==> src/rtl/text_buffer_ctrl_pkg.sv <==
// rtl/text_buffer_ctrl_pkg.sv - shared constants and state type for the text buffer writer
package text_buffer_ctrl_pkg;

   localparam logic [7:0] CH_SPACE = 8'h20;
   localparam logic [7:0] CH_TILDE = 8'h7E;
   localparam logic [7:0] CH_CR    = 8'h0D;
   localparam logic [7:0] CH_LF    = 8'h0A;
   localparam logic [7:0] CH_BS    = 8'h08;
   localparam logic [7:0] CH_FF    = 8'h0C;

   typedef enum logic [1:0] {
      CLR_ALL = 2'd0,
      IDLE    = 2'd1,
      CLR_ROW = 2'd2
   } state_e;

endpackage

==> src/rtl/text_buffer_ctrl_cursor.sv <==
// rtl/text_buffer_ctrl_cursor.sv - cursor row/col register with wrap and row-advance flag
module text_cursor #(
   parameter int ROWS = 4,
   parameter int COLS = 32
) (
   input  logic                      clk,
   input  logic                      rst_n,
   input  logic                      home_i,
   input  logic                      inc_i,
   input  logic                      dec_i,
   input  logic                      cr_i,
   input  logic                      lf_i,
   output logic [$clog2(ROWS)-1:0]   row_o,
   output logic [$clog2(COLS)-1:0]   col_o,
   output logic                      row_adv_o
);

   localparam int RW = $clog2(ROWS);
   localparam int CW = $clog2(COLS);

   logic [RW-1:0] row_q, row_d;
   logic [CW-1:0] col_q, col_d;
   logic          row_adv;

   // Next cursor position; row_adv tells the top a new row must be cleared.
   always_comb begin
      row_d   = row_q;
      col_d   = col_q;
      row_adv = 1'b0;
      if (home_i) begin
         row_d = '0;
         col_d = '0;
      end else if (lf_i) begin
         col_d   = '0;
         row_adv = 1'b1;
      end else if (cr_i) begin
         col_d = '0;
      end else if (inc_i) begin
         if (col_q == CW'(COLS - 1)) begin
            col_d   = '0;
            row_adv = 1'b1;
         end else begin
            col_d = col_q + 1'b1;
         end
      end else if (dec_i) begin
         if (col_q != '0) begin
            col_d = col_q - 1'b1;
         end else if (row_q != '0) begin
            row_d = row_q - 1'b1;
            col_d = CW'(COLS - 1);
         end
      end
      if (row_adv) begin
         row_d = (row_q == RW'(ROWS - 1)) ? '0 : row_q + 1'b1;
      end
   end

   // Cursor register; reset homes the cursor.
   always_ff @(posedge clk) begin
      if (!rst_n) begin
         row_q <= '0;
         col_q <= '0;
      end else begin
         row_q <= row_d;
         col_q <= col_d;
      end
   end

   assign row_o     = row_q;
   assign col_o     = col_q;
   assign row_adv_o = row_adv;

endmodule

==> src/rtl/text_buffer_ctrl.sv <==
// rtl/text_buffer_ctrl.sv - write-side sequencer for the character RAM
module text_buffer_ctrl
   import text_buffer_ctrl_pkg::*;
#(
   parameter int DATA_WIDTH = 8,
   parameter int ROWS       = 4,
   parameter int COLS       = 32
) (
   input  logic                      clk,
   input  logic                      rst_n,
   input  logic                      in_valid,
   input  logic [DATA_WIDTH-1:0]     in_data,
   output logic                      in_ready,
   output logic                      ram_we,
   output logic [$clog2(ROWS)-1:0]   ram_w_row,
   output logic [$clog2(COLS)-1:0]   ram_w_col,
   output logic [DATA_WIDTH-1:0]     ram_din,
   output logic [$clog2(ROWS)-1:0]   cur_row,
   output logic [$clog2(COLS)-1:0]   cur_col,
   output logic                      busy
);

   localparam int RW = $clog2(ROWS);
   localparam int CW = $clog2(COLS);
   localparam logic [DATA_WIDTH-1:0] SPACE = DATA_WIDTH'(CH_SPACE);

   state_e                state_q, state_d;
   logic [RW-1:0]         clr_row_q, clr_row_d;
   logic [CW-1:0]         clr_col_q, clr_col_d;
   logic                  ram_we_q, ram_we_d;
   logic [RW-1:0]         ram_w_row_q, ram_w_row_d;
   logic [CW-1:0]         ram_w_col_q, ram_w_col_d;
   logic [DATA_WIDTH-1:0] ram_din_q, ram_din_d;
   logic                  in_ready_q, in_ready_d;
   logic                  busy_q, busy_d;

   logic                  home_c, inc_c, dec_c, cr_c, lf_c;
   logic                  row_adv;
   logic                  accept;
   logic                  printable;

   text_cursor #(
      .ROWS (ROWS),
      .COLS (COLS)
   ) u_cursor (
      .clk       (clk),
      .rst_n     (rst_n),
      .home_i    (home_c),
      .inc_i     (inc_c),
      .dec_i     (dec_c),
      .cr_i      (cr_c),
      .lf_i      (lf_c),
      .row_o     (cur_row),
      .col_o     (cur_col),
      .row_adv_o (row_adv)
   );

   assign accept    = in_valid && in_ready_q && (state_q == IDLE);
   assign printable = (in_data >= DATA_WIDTH'(CH_SPACE)) && (in_data <= DATA_WIDTH'(CH_TILDE));

   // Next state, clear counters, registered RAM write port and byte decode.
   always_comb begin
      state_d     = state_q;
      clr_row_d   = clr_row_q;
      clr_col_d   = clr_col_q;
      ram_we_d    = 1'b0;
      ram_w_row_d = ram_w_row_q;
      ram_w_col_d = ram_w_col_q;
      ram_din_d   = ram_din_q;
      in_ready_d  = in_ready_q;
      busy_d      = busy_q;
      home_c      = 1'b0;
      inc_c       = 1'b0;
      dec_c       = 1'b0;
      cr_c        = 1'b0;
      lf_c        = 1'b0;

      case (state_q)
         CLR_ALL: begin
            ram_we_d    = 1'b1;
            ram_w_row_d = clr_row_q;
            ram_w_col_d = clr_col_q;
            ram_din_d   = SPACE;
            in_ready_d  = 1'b0;
            busy_d      = 1'b1;
            if (clr_col_q == CW'(COLS - 1)) begin
               clr_col_d = '0;
               if (clr_row_q == RW'(ROWS - 1)) begin
                  clr_row_d  = '0;
                  state_d    = IDLE;
                  in_ready_d = 1'b1;
                  busy_d     = 1'b0;
               end else begin
                  clr_row_d = clr_row_q + 1'b1;
               end
            end else begin
               clr_col_d = clr_col_q + 1'b1;
            end
         end

         IDLE: begin
            in_ready_d = 1'b1;
            busy_d     = 1'b0;
            if (accept) begin
               if (printable) begin
                  ram_we_d    = 1'b1;
                  ram_w_row_d = cur_row;
                  ram_w_col_d = cur_col;
                  ram_din_d   = in_data;
                  inc_c       = 1'b1;
               end else if (in_data == DATA_WIDTH'(CH_CR)) begin
                  cr_c = 1'b1;
               end else if (in_data == DATA_WIDTH'(CH_LF)) begin
                  lf_c = 1'b1;
               end else if (in_data == DATA_WIDTH'(CH_BS)) begin
                  dec_c = 1'b1;
                  if (cur_col != '0) begin
                     ram_we_d    = 1'b1;
                     ram_w_row_d = cur_row;
                     ram_w_col_d = cur_col - 1'b1;
                     ram_din_d   = SPACE;
                  end
               end else if (in_data == DATA_WIDTH'(CH_FF)) begin
                  home_c     = 1'b1;
                  clr_row_d  = '0;
                  clr_col_d  = '0;
                  state_d    = CLR_ALL;
                  in_ready_d = 1'b0;
                  busy_d     = 1'b1;
               end
               // A new row may hold stale text, so it is wiped before more input.
               if (row_adv) begin
                  clr_col_d  = '0;
                  state_d    = CLR_ROW;
                  in_ready_d = 1'b0;
                  busy_d     = 1'b1;
               end
            end
         end

         CLR_ROW: begin
            ram_we_d    = 1'b1;
            ram_w_row_d = cur_row;
            ram_w_col_d = clr_col_q;
            ram_din_d   = SPACE;
            in_ready_d  = 1'b0;
            busy_d      = 1'b1;
            if (clr_col_q == CW'(COLS - 1)) begin
               clr_col_d  = '0;
               state_d    = IDLE;
               in_ready_d = 1'b1;
               busy_d     = 1'b0;
            end else begin
               clr_col_d = clr_col_q + 1'b1;
            end
         end

         default: begin
            state_d = CLR_ALL;
         end
      endcase
   end

   // State and output registers; reset restarts the full clear from (0,0).
   always_ff @(posedge clk) begin
      if (!rst_n) begin
         state_q     <= CLR_ALL;
         clr_row_q   <= '0;
         clr_col_q   <= '0;
         ram_we_q    <= 1'b0;
         ram_w_row_q <= '0;
         ram_w_col_q <= '0;
         ram_din_q   <= SPACE;
         in_ready_q  <= 1'b0;
         busy_q      <= 1'b1;
      end else begin
         state_q     <= state_d;
         clr_row_q   <= clr_row_d;
         clr_col_q   <= clr_col_d;
         ram_we_q    <= ram_we_d;
         ram_w_row_q <= ram_w_row_d;
         ram_w_col_q <= ram_w_col_d;
         ram_din_q   <= ram_din_d;
         in_ready_q  <= in_ready_d;
         busy_q      <= busy_d;
      end
   end

   assign in_ready  = in_ready_q;
   assign ram_we    = ram_we_q;
   assign ram_w_row = ram_w_row_q;
   assign ram_w_col = ram_w_col_q;
   assign ram_din   = ram_din_q;
   assign busy      = busy_q;

endmodule

==> config.mk <==
export PLATFORM = sky130hd
export DESIGN_NAME = text_buffer_ctrl
export DESIGN_NICKNAME = d
export VERILOG_FILES = /design/src/rtl/text_buffer_ctrl_pkg.sv /design/src/rtl/text_buffer_ctrl_cursor.sv /design/src/rtl/text_buffer_ctrl.sv
export SDC_FILE = /design/constraint.sdc
export NUM_CORES = 1
export LEC_CHECK = 0
export BUFFER_PORTS_ARGS = -buffer_cell sky130_fd_sc_hd__clkbuf_2
export CORE_MARGIN = 2
export CORE_UTILIZATION = 36
export CTS_CLUSTER_DIAMETER = 40
export DETAILED_ROUTE_END_ITERATION = 16
export GPL_TIMING_DRIVEN = 0
export PLACE_DENSITY = 0.64
export SLEW_MARGIN = 10
export SYNTH_ARGS = -nofsm -noshare
export SYNTH_HDL_FRONTEND = slang
export SYNTH_HIERARCHICAL = 1
export SYNTH_SLANG_ARGS = --single-unit
==> constraint.sdc <==
create_clock -name clk -period 3.05 [get_ports clk]
set_input_delay 0.305 -clock clk [delete_from_list [all_inputs] [get_ports clk]]
set_output_delay 0.305 -clock clk [all_outputs]
set_load 0.05 [all_outputs]
After elaboration in Yosys (flattened, before gate mapping)
Index checks and enable logic that the tools add are counted.
{"block": "word_totals", "register_bits": 34, "inputBits": 11, "output_inout_bits": 25, "wordCells": 187}
{"block": "op_classes", "n_eq_ne": 32, "bitwise_logic": 1, "add_sub_neg": 6, "n_reduce_logical": 22, "magnitude_cmp": 2, "mux": 113}
{"cell": "5-bit two-way mux", "n": 19}
{"cell": "2-bit two-way mux", "n": 28}
{"cell": "1-bit two-way mux", "n": 51}
{"cell": "8-bit two-way mux", "n": 6}
{"cell": "8-bit by 4-bit equality test with 1-bit output (second input constant)", "n": 4}
{"cell": "3-bit != test (second input constant)", "n": 7}
{"cell": "5-bit case mux with 2 select lines", "n": 2}
{"cell": "3-bit by 2-bit != test with 1-bit output (second input constant)", "n": 6}
{"cell": "6-bit AND reduction", "n": 3}
{"cell": "2-bit != test (second input constant)", "n": 8}
{"cell": "8-bit case mux with 2 select lines", "n": 1}
{"cell": "2-bit case mux with 3 select lines", "n": 2}
{"cell": "3-bit nonzero test", "n": 4}
{"cell": "5-bit by 1-bit adder with 5-bit output (second input constant)", "n": 2}
{"cell": "5-bit equality test (second input constant)", "n": 2}
{"cell": "9-bit AND reduction", "n": 1}
{"cell": "8-bit by 6-bit greater-or-equal comparator with 1-bit output (second input constant)", "n": 1}
{"cell": "8-bit by 7-bit <= comparator with 1-bit output (second input constant)", "n": 1}
{"cell": "8-bit AND reduction", "n": 1}
{"cell": "2-bit nonzero test", "n": 4}
{"cell": "7-bit AND reduction", "n": 1}
{"cell": "2-bit equality test (second input constant)", "n": 3}
{"cell": "1-bit case mux with 3 select lines", "n": 2}
{"cell": "5-bit nonzero test", "n": 1}
{"cell": "other kinds (13)", "n": 16}

Depth between registers and ports, before layout
Gate-level depths: netlist (run 1).
{"block": "depth", "ltp_word": 13, "ltp_mapped": 13, "mapped_depth_nobuf": 12}

Cells and area by module
The synthesis (run 1) kept the hierarchy.
{"mod": "text_buffer_ctrl", "n_inst": 1, "area_each_um2": 1666.6, "cells_each": 205, "seq_area_each_um2": 540.5}
{"mod": "text_cursor", "n_inst": 1, "area_each_um2": 580.6, "cells_each": 73, "seq_area_each_um2": 140.1}

Worst setup path before layout (run 1)
OpenSTA, ideal clock, no wires.
{"block": "synth_timing", "kind": "flip-flop to flip-flop", "from": "register state_q[1]", "to": "register u_cursor.row_q[0] (netlist: u_cursor/row_o[0])", "synth_period_minus_slack_ps": 2669, "stages_incl_launch_ff": 11, "t_required_ps": 2981, "arrival_time_ps": 2600, "setup_ps": 69, "n_path_buf": 1, "path_slack_ps": 381, "cell_sequence": "dfxtp_1 -> inv_1 -> ha_1 -> clkbuf_8 -> nand3_1 -> nand2b_1 -> nor4_1 -> or4b_1 -> o21ba_1 -> mux2_2 -> o21ai_1"}
{"block": "synth_between", "elab_cells_between_ends": 25}
{"element": "start, declared", "line_no": "text_buffer_ctrl.sv:27", "rtl": "state_e state_q, state_d;"}
{"element": "start signal, assigned", "line_no": "text_buffer_ctrl.sv:177", "rtl": "state_q <= state_d;"}
{"element": "2-bit by 1-bit equality test with 1-bit output *", "line_no": "text_buffer_ctrl.sv:58, text_buffer_ctrl.sv:78"}
{"element": "1-bit logical AND", "line_no": "text_buffer_ctrl.sv:58", "rtl": "assign accept = in_valid && in_ready_q && (state_q == IDLE);"}
{"element": "1-bit two-way mux", "line_no": "text_buffer_ctrl.sv:104", "rtl": "if (accept) begin"}
{"element": "1-bit two-way mux *", "line_no": "text_buffer_ctrl.sv:78", "rtl": "case (state_q)"}
{"element": "named net dec_c", "line_no": "text_buffer_ctrl.sv:37", "rtl": "logic home_c, inc_c, dec_c, cr_c, lf_c;"}
{"element": "3-bit nonzero test (no source line) *"}
{"element": "6-bit AND reduction (no source line) *"}
{"element": "end signal, assigned", "line_no": "text_buffer_ctrl_cursor.sv:64", "rtl": "row_q <= row_d;"}
{"element": "end, declared", "line_no": "text_buffer_ctrl_cursor.sv:21", "rtl": "logic [RW-1:0] row_q, row_d;"}
Mark *: on every way through the listed nets, which the timed path passes. The rest lies on a longest branch.
A chain may end at the register's enable or synchronous reset.

Worst setup path after layout (run 1)
{"block": "layout_timing", "from": "input port in_data[5]", "to": "register clr_col_q[2]"}
{"block": "layout_between", "elab_cells_between_ends": 39}
{"element": "start, declared", "line_no": "text_buffer_ctrl.sv:12", "rtl": "input logic [DATA_WIDTH-1:0] in_data,"}
{"element": "parallel branches: the longest is 3 deep, another holds 8-bit by 6-bit greater-or-equal comparator with 1-bit output"}
{"element": "1-bit two-way mux *", "line_no": "text_buffer_ctrl.sv:105", "rtl": "if (printable) begin"}
{"element": "1-bit two-way mux *", "line_no": "text_buffer_ctrl.sv:104"}
{"element": "1-bit two-way mux *", "line_no": "text_buffer_ctrl.sv:78"}
{"element": "named net lf_c", "line_no": "text_buffer_ctrl.sv:37"}
{"element": "1-bit two-way mux *", "line_no": "text_buffer_ctrl_cursor.sv:33", "rtl": "end else if (lf_i) begin"}
{"element": "1-bit two-way mux *", "line_no": "text_buffer_ctrl_cursor.sv:30", "rtl": "if (home_i) begin"}
{"element": "named net row_adv", "line_no": "text_buffer_ctrl.sv:38", "rtl": "logic row_adv;"}
{"element": "5-bit two-way mux", "line_no": "text_buffer_ctrl.sv:132", "rtl": "if (row_adv) begin"}
{"element": "5-bit two-way mux", "line_no": "text_buffer_ctrl.sv:104"}
{"element": "5-bit case mux with 2 select lines", "line_no": "text_buffer_ctrl.sv:78"}
{"element": "end signal, assigned", "line_no": "text_buffer_ctrl.sv:179", "rtl": "clr_col_q <= clr_col_d;"}
{"element": "end, declared", "line_no": "text_buffer_ctrl.sv:29", "rtl": "logic [CW-1:0] clr_col_q, clr_col_d;"}
Mark *: on every way through the listed nets, which the timed path passes. The select of a mux whose other input is x is not followed.

==> impl_metrics.csv, run 1 <==
group,metric,value,unit
critical_path,cp_max_fo,6,
detailed_routing,wl_per_cell,14.76,um
power_and_ir_drop,p_leak,0.001061,uW
critical_path,r2r_end,"u_cursor/row_o[0]",
power_and_ir_drop,power.density,419.8,nW/um^2
grt,grt_pass1_vias,2037,
cells_and_area,antenna_cells,0,
cts,tritoncts,"yes",
synthesis,synthArstFlopShare,0,
cts,clk_pin_slew,0.07,ns
sta,slew_headroom,0.4691,
grt,antenna_found_initial,0,
cells_and_area,num-fill-cells,618,
grt,grt_pass1_wl,9673,um
synthesis,syn_nets,305,
sta,finalClockSkew,0.005295,ns
critical_path,cp.required,3.26,ns
sta,fmax,355.9,MHz
critical_path,arrival,3.02,ns
detailed_routing,postRouteAntennaNets,0,
synthesis,syn-mean-instance-area,8.083,um^2
critical_path,timing.rr.start,"state_q[1]",
detailed_routing,drt_pass1_iterations,4,
cts,cts_made_buffers,5,
sta,rsz0062_at_grt,"false",
cts,worstSkewPairLatency,0.29,ns
power_and_ir_drop,vdd_ir_drop_max,192.7,uV
hold_path,holdPathStages,3,
detailed_routing,routed_wl,5832,um
job,drv_cap,0,
grt,grt_start_max_net_pins,14,
synthesis,synth_seq_cells,34,
place,numPortBuffers,34,
cts,cts_buffer_depth,2,
cells_and_area,fin_nets,346,
cells_and_area,mostFrequentLayoutCells,"dfxtp_1, clkbuf_2, nor2_1",
cells_and_area,drive_gt1_frac,0.1969,
sta,hold_ws,0.2983,ns
cts,cts_setup_buffers,0,
critical_path,setup.worst_path.class,"in2reg",
die,core-area,5991,um^2
sta,drv_slew,0,
die,die_x,83.01,um
synthesis,synth_top_flop_cell,"dfxtp_1",
synthesis,yosys.cell_types.count,61,
synthesis,synth_top_cell_by_area,"dfxtp_1",
cts,cts-root-buf,"clkbuf_8",
sta,hold_viol_final,0,
hold_path,hold_start,"in_data[4]",
synthesis,synth_top_cells_by_area,"dfxtp_1, ha_1, a21oi_1, nor2_1, nand2_1",
die,initial_core_util,0.3751,
die,pin_count,36,
synthesis,ys_seq_area_frac,0.3029,
sta,setup-tns-final,0,ns
place,hpwl,4375,um
sta,min_period_over_period,0.9213,
detailed_routing,drc,0,
place,gp_congestion,0.8912,
cts,clock_sinks,34,
synthesis,synth_edf_count,0,
critical_path,worstRegToRegCells,10,
die,die_y,83.01,um
hold_path,hold_path_end,"ram_din[4]",
synthesis,synth_cells,278,
cts,htree_levels,2,
hold_path,hold_path_class,"in2reg",
sta,setup_violations,0,
synthesis,synth_top_area_share,0.3029,
sta,worst_pin_slew,0.7896,ns
cells_and_area,synthToLayoutAreaGrowth,18.21,%
detailed_routing,num_vias,2216,
run_status,run_status,"completed",
synthesis,synth_area,2247,um^2
grt,grt_use_total,0.1684,
grt,grt-ovfl-total,0,
detailed_routing,drtIter0Drc,135,
sta,fin_crit,2.810,ns
critical_path,start_kind,"input pin",
die,die-area,6890,um^2
synthesis,yosysWarnings,6,
critical_path,endpoint_kind,"flip-flop",
critical_path,r2r_setup_slack,0.27,ns
detailed_routing,viasPerCell,5.610,
die,row_count,28,
[registers in the layout (all words and copies together) (netlist names)]
signal          flops
ram_w_row           2
u_cursor/col_o      5
clr_col_q           5
busy                1
ram_we              1
state_q             2
in_ready            1
ram_w_col           5
ram_din             8
clr_row_q           2
u_cursor/row_o      2
[logic make-up after synthesis]
| logic type | count (synthesis) | synth area share |
|---|---|---|
| and+or+nand+nor | 110 | 0.2706 |
| xor gates and xnor gates | 3 | 0.01169 |
| adders and majority gates | 16 | 0.08909 |
| buffers and inverters | 33 | 0.07071 |
| muxes | 4 | 0.01837 |
| AOI/OAI and AO/OA | 78 | 0.2366 |
| DFF | 34 | 0.3029 |
[Yosys cell counts, drive strengths merged, types with 3 or more instances]
library cell / number
or4b: 3
nand4: 6
a31oi: 9
a21o: 5
and3b: 3
mux2i: 3
nor4: 3
nand2b: 11
a211oi: 4
inv: 19
xnor2: 3
o31ai: 3
buf: 5
ha: 16
nand2: 21
dfxtp: 34
nand3b: 3
a221oi: 3
o21ai: 15
o22ai: 4
nor2: 24
nand3: 16
or3: 5
a21oi: 19
and3: 3
clkbuf: 7
[critical path, cell delays in order]
cell,delay [ns]
clkbuf_2,0.12
nor4_1,0.68
nand3b_1,0.24
nor4b_2,0.45
a31oi_4,0.10
nor2_1,0.19
inv_1,0.11
o311ai_4,0.13
nand3_2,0.14
or3b_1,0.40
a21oi_1,0.16
[metal layers]
layer,vias up,GRT usage,routed length [um]
met5,-,0,0
li1,1109,-,-
met4,0,0.04918,80
met3,11,0.02783,216
met1,1051,0.2232,2707
met2,45,0.2808,2827
[stage by stage]
step	instances	area [um^2]	util	setup WS [ns]	power (uW)
after global placement	387	2511	0.4192	-0.05358	763.5
after global routing	395	2656	0.4434	0.01937	1175
after floorplan	278	2247	-	0.3814	696.5
after detailed placement	387	2511	0.4192	-0.1818	767.3
final	395	2656	0.4434	0.2400	1115
after CTS	395	2619	0.4371	0.02025	1121
[repair_timing]
| item | CTS | global route |
|---|---|---|
| setup endpoints to repair | 7 | 9 |
| hold buffers | 0 | 0 |
| gates resized for setup | 2 | 6 |
| endpoints found under the hold margin | 0 | 0 |
[power breakdown]
| part | switching (uW) | total (uW) | internal, uW |
|---|---|---|---|
| registers | 22.2 | 497 | 475 |
| clock network | 174 | 355 | 182 |
| logic | 180 | 263 | 82.6 |
| total | 376 | 1120 | 739 |
[worst max-delay path by stage]
| stage | start | cells after the start | endpoint |
|---|---|---|---|
| after floorplan | state_q[1] | 10 | u_cursor/row_o[0] |
| after global placement | state_q[1] | 13 | in_ready |
| after detailed placement | state_q[1] | 13 | in_ready |
| after CTS | state_q[1] | 10 | u_cursor/row_o[0] |
| after global routing | in_data[5] | 11 | clr_col_q[2] |
| final | in_data[5] | 11 | clr_col_q[2] |
[final cells by class]
| type | count | area, um^2 | area share |
|---|---|---|---|
| Clock buffer | 6 | 82.58 | 0.03109 |
| Sequential cell | 34 | 680.7 | 0.2562 |
| Clock inverter | 2 | 12.51 | 0.004710 |
| Buffer | 13 | 83.83 | 0.03156 |
| Timing Repair Buffer | 34 | 170.2 | 0.06406 |
| Inverter | 20 | 75.07 | 0.02826 |
| Tap cell | 75 | 93.84 | 0.03533 |
| Multi-Input combinational cell | 211 | 1458 | 0.5488 |
No activity file was read; power rests on OpenSTA's default activity.
==> inputs of run 2 (changes only) <==
ABC_AREA = 1   (was default)
PLACE_DENSITY = 0.63   (was 0.64)
==> run 2 against run 1 <==
  * Maximum frequency increased by 2.0%
  * Clock-buffer cell count decreased by 1
  * Clock power down 8.7%
  * Design area rose by 7.6%
  * Sequential power decreased by 8.5%
  * Global-route usage about the same
  * Clock skew grew 0.0057 ns
  * Wire length up 3.4%
  * Worst setup slack better by 0.056 ns
  * Total power fell by 23%
  * Largest cell class unchanged
  * Combinational power fell by 69%
  * Non-clock buffer count down 5
  * Largest power group unchanged
==> impl_metrics.csv, run 2 <==
group,metric,value,unit
sta,worst_pin_slew,0.6046,ns
die,pin_count,36,
cells_and_area,fin_nets,457,
critical_path,arrival,2.97,ns
place,numPortBuffers,35,
synthesis,synth_cells,388,
power_and_ir_drop,vdd_ir_drop_max,141.4,uV
synthesis,synth_area,2494,um^2
synthesis,synth.most_common_cell,"nand2_1",
sta,fin_crit,2.754,ns
power_and_ir_drop,power.density,300.8,nW/um^2
synthesis,syn-mean-instance-area,6.427,um^2
place,placed_area,2769,um^2
die,die_y,87.23,um
critical_path,cp_max_fo,7,
run_status,run_status,"completed",
hold_path,hold_path_end,"ram_din[5]",
critical_path,worstRegToRegCells,15,
detailed_routing,drtIter0Drc,111,
synthesis,synth_top_cells_by_area,"dfxtp_1, nand2_1, nor2_1, ha_1, inv_1",
grt,antenna_found_initial,0,
cells_and_area,final_common_cell,"nand2_1",
die,row_count,30,
hold_path,hold_path_class,"in2reg",
sta,slew_headroom,0.5969,
detailed_routing,drt_pass1_iterations,4,
grt,grt_pass1_vias,2294,
detailed_routing,postRouteAntennaNets,0,
cts,clk_pin_slew,0.08,ns
sta,rsz0062_at_grt,"false",
die,initial_core_util,0.3691,
sta,hold_viol_final,0,
die,die-area,7608,um^2
detailed_routing,wl_per_cell,11.82,um
critical_path,endpoint_kind,"flip-flop",
grt,grt_start_max_net_pins,11,
synthesis,synth_top_family_by_area,"simple AND/OR/NAND/NOR gates",
die,core-area,6756,um^2
cts,tritoncts,"yes",
sta,fmax,363.1,MHz
synthesis,synth_edf_count,0,
synthesis,synth_top_cell_by_area,"dfxtp_1",
critical_path,start_kind,"flip-flop",
synthesis,ys_seq_area_frac,0.2730,
grt,grt-ovfl-total,0,
cells_and_area,mostFrequentLayoutCells,"nand2_1, nor2_1, inv_1",
cells_and_area,largest_reg_flops,8,
critical_path,cp.required,3.27,ns
synthesis,synthSimpleGateAreaFrac,0.4145,
cells_and_area,fin_util,0.4231,
detailed_routing,drc,0,
synthesis,yosysWarnings,6,
detailed_routing,viasPerCell,4.859,
cts,worstSkewPairLatency,0.29,ns
synthesis,yosys.cell_types.count,33,
sta,finalClockSkew,0.01096,ns
synthesis,synth_compound_area_frac,0.1159,
sta,drv_slew,0,
die,die_x,87.23,um
detailed_routing,num_vias,2478,
hold_path,hold_start,"in_data[5]",
grt,grt_use_total,0.1686,
synthesis,muxShareOfSynthArea,0.004516,
critical_path,critical_path.startpoint,"state_q[0]",
critical_path,setup.worst_path.class,"reg2reg",
sta,setup_violations,0,
critical_path,r2r_end,"clr_col_q[2]",
synthesis,synthArstFlopShare,0,
sta,setup-tns-final,0,ns
synthesis,syn_nets,415,
cts,cts-root-buf,"clkbuf_8",
cts,cts_buffer_depth,2,
detailed_routing,routed_wl,6028,um
cts,cts_made_buffers,5,
synthesis,synthAdderAreaFrac,0.08028,
cells_and_area,antenna_cells,0,
cells_and_area,design_area,2859,um^2
job,drv_cap,0,
synthesis,synth_top_flop_cell,"dfxtp_1",
cells_and_area,synthToLayoutAreaGrowth,14.65,%
place,gp_congestion,0.8227,
cts,clock_sinks,34,
grt,grt_pass1_wl,10180,um
synthesis,synth_xor_area_frac,0.007025,
cts,htree_levels,2,
place,hpwl,4685,um
critical_path,r2r_setup_slack,0.30,ns
synthesis,synth_common_cells,"nand2_1, nor2_1, inv_1",
synthesis,synth_seq_cells,34,
hold_path,holdPathStages,3,
power_and_ir_drop,p_leak,0.001374,uW
critical_path,timing.rr.start,"state_q[0]",
sta,min_period_over_period,0.9031,
cells_and_area,drive_gt1_frac,0.2186,
synthesis,synth_top_area_share,0.2730,
-- run 2: cell types whose count changed after synthesis, sizes merged, moves of 4 or more --
cell	change
or3	-5
o22ai	-4
nor2	+47
nand3	+15
nand2	+91
a21o	-5
inv	+33
a31oi	-9
a21oi	+13
nand2b	-11
clkbuf	-6
-- run 2: per-layer routing --
layer,track usage,vias to the layer above,routed length [um]
met5,0,-,0
met4,0.03776,0,59
met3,0.03223,6,259
met2,0.2811,48,2790
met1,0.2263,1106,2919
li1,-,1318,-
-- run 2: kinds of logic after synthesis --
| logic type | count (synthesis) |
|---|---|
| buf+inv | 59 |
| mux | 1 |
| simple gates | 227 |
| flops | 34 |
| xor+xnor | 2 |
| fa+ha+maj | 16 |
| compound gates | 49 |
-- run 2: worst max-delay path by stage --
stage / endpoint / slack, ns / cells after the start
detailed placement: clr_col_q[2] / 0.11 / 15
finish: clr_col_q[2] / 0.30 / 15
global placement: clr_col_q[2] / 0.16 / 15
CTS: clr_col_q[2] / 0.07 / 15
global route: clr_col_q[2] / 0.01 / 15
floorplan: clr_col_q[3] / 0.65 / 15
-- run 2: what timing repair did --
item / 4_1_cts / 5_1_grt
setup buffers: 0 / 0
hold buffers: 0 / 0
gates resized for setup: 0 / 3
endpoints found under the setup margin: 0 / 8
-- run 2: per-stage QoR --
step	hold slack [ns]	std cells	worst slack (ns)	total power, uW
final	0.3075	510	0.2956	859.9
after global routing	0.3572	510	0.01306	899.2
after CTS	0.3093	510	0.07371	873.0
after detailed placement	0.4310	503	0.1145	545.4
after global placement	0.4242	503	0.1639	544.1
after floorplan	0.4257	388	0.6467	519.5
-- run 2: power breakdown --
part           internal (uW)  total (uW)  switching, uW
combinational           25.6        80.5           54.8
sequential               450         455           5.15
clock                    153         324            171
total                    629         860            231
-- run 2: worst max-delay path, cell delays in order, from the launching register on --
cell and delay (ns):
dfxtp_1 0.43, ha_2 0.30, inv_2 0.10, nor2_2 0.20
inv_2 0.08, nor2_2 0.13, nand2_1 0.10, nor4_2 0.30
inv_1 0.15, a21oi_1 0.27, nor2_1 0.08, nand2_1 0.12
nand2_2 0.10, inv_2 0.11, nand3_1 0.07, a21oi_1 0.13
-- run 2: cell type report --
class,instances,area [um^2]
repair buffers,35,175.2
flip-flops and latches,34,680.7
clock inverters,2,10.01
inverters,52,200.2
fillers,730,3897
clock buffers,5,68.82
well taps,80,100.1
multi-input cells,295,1563
plain buffers,7,61.31
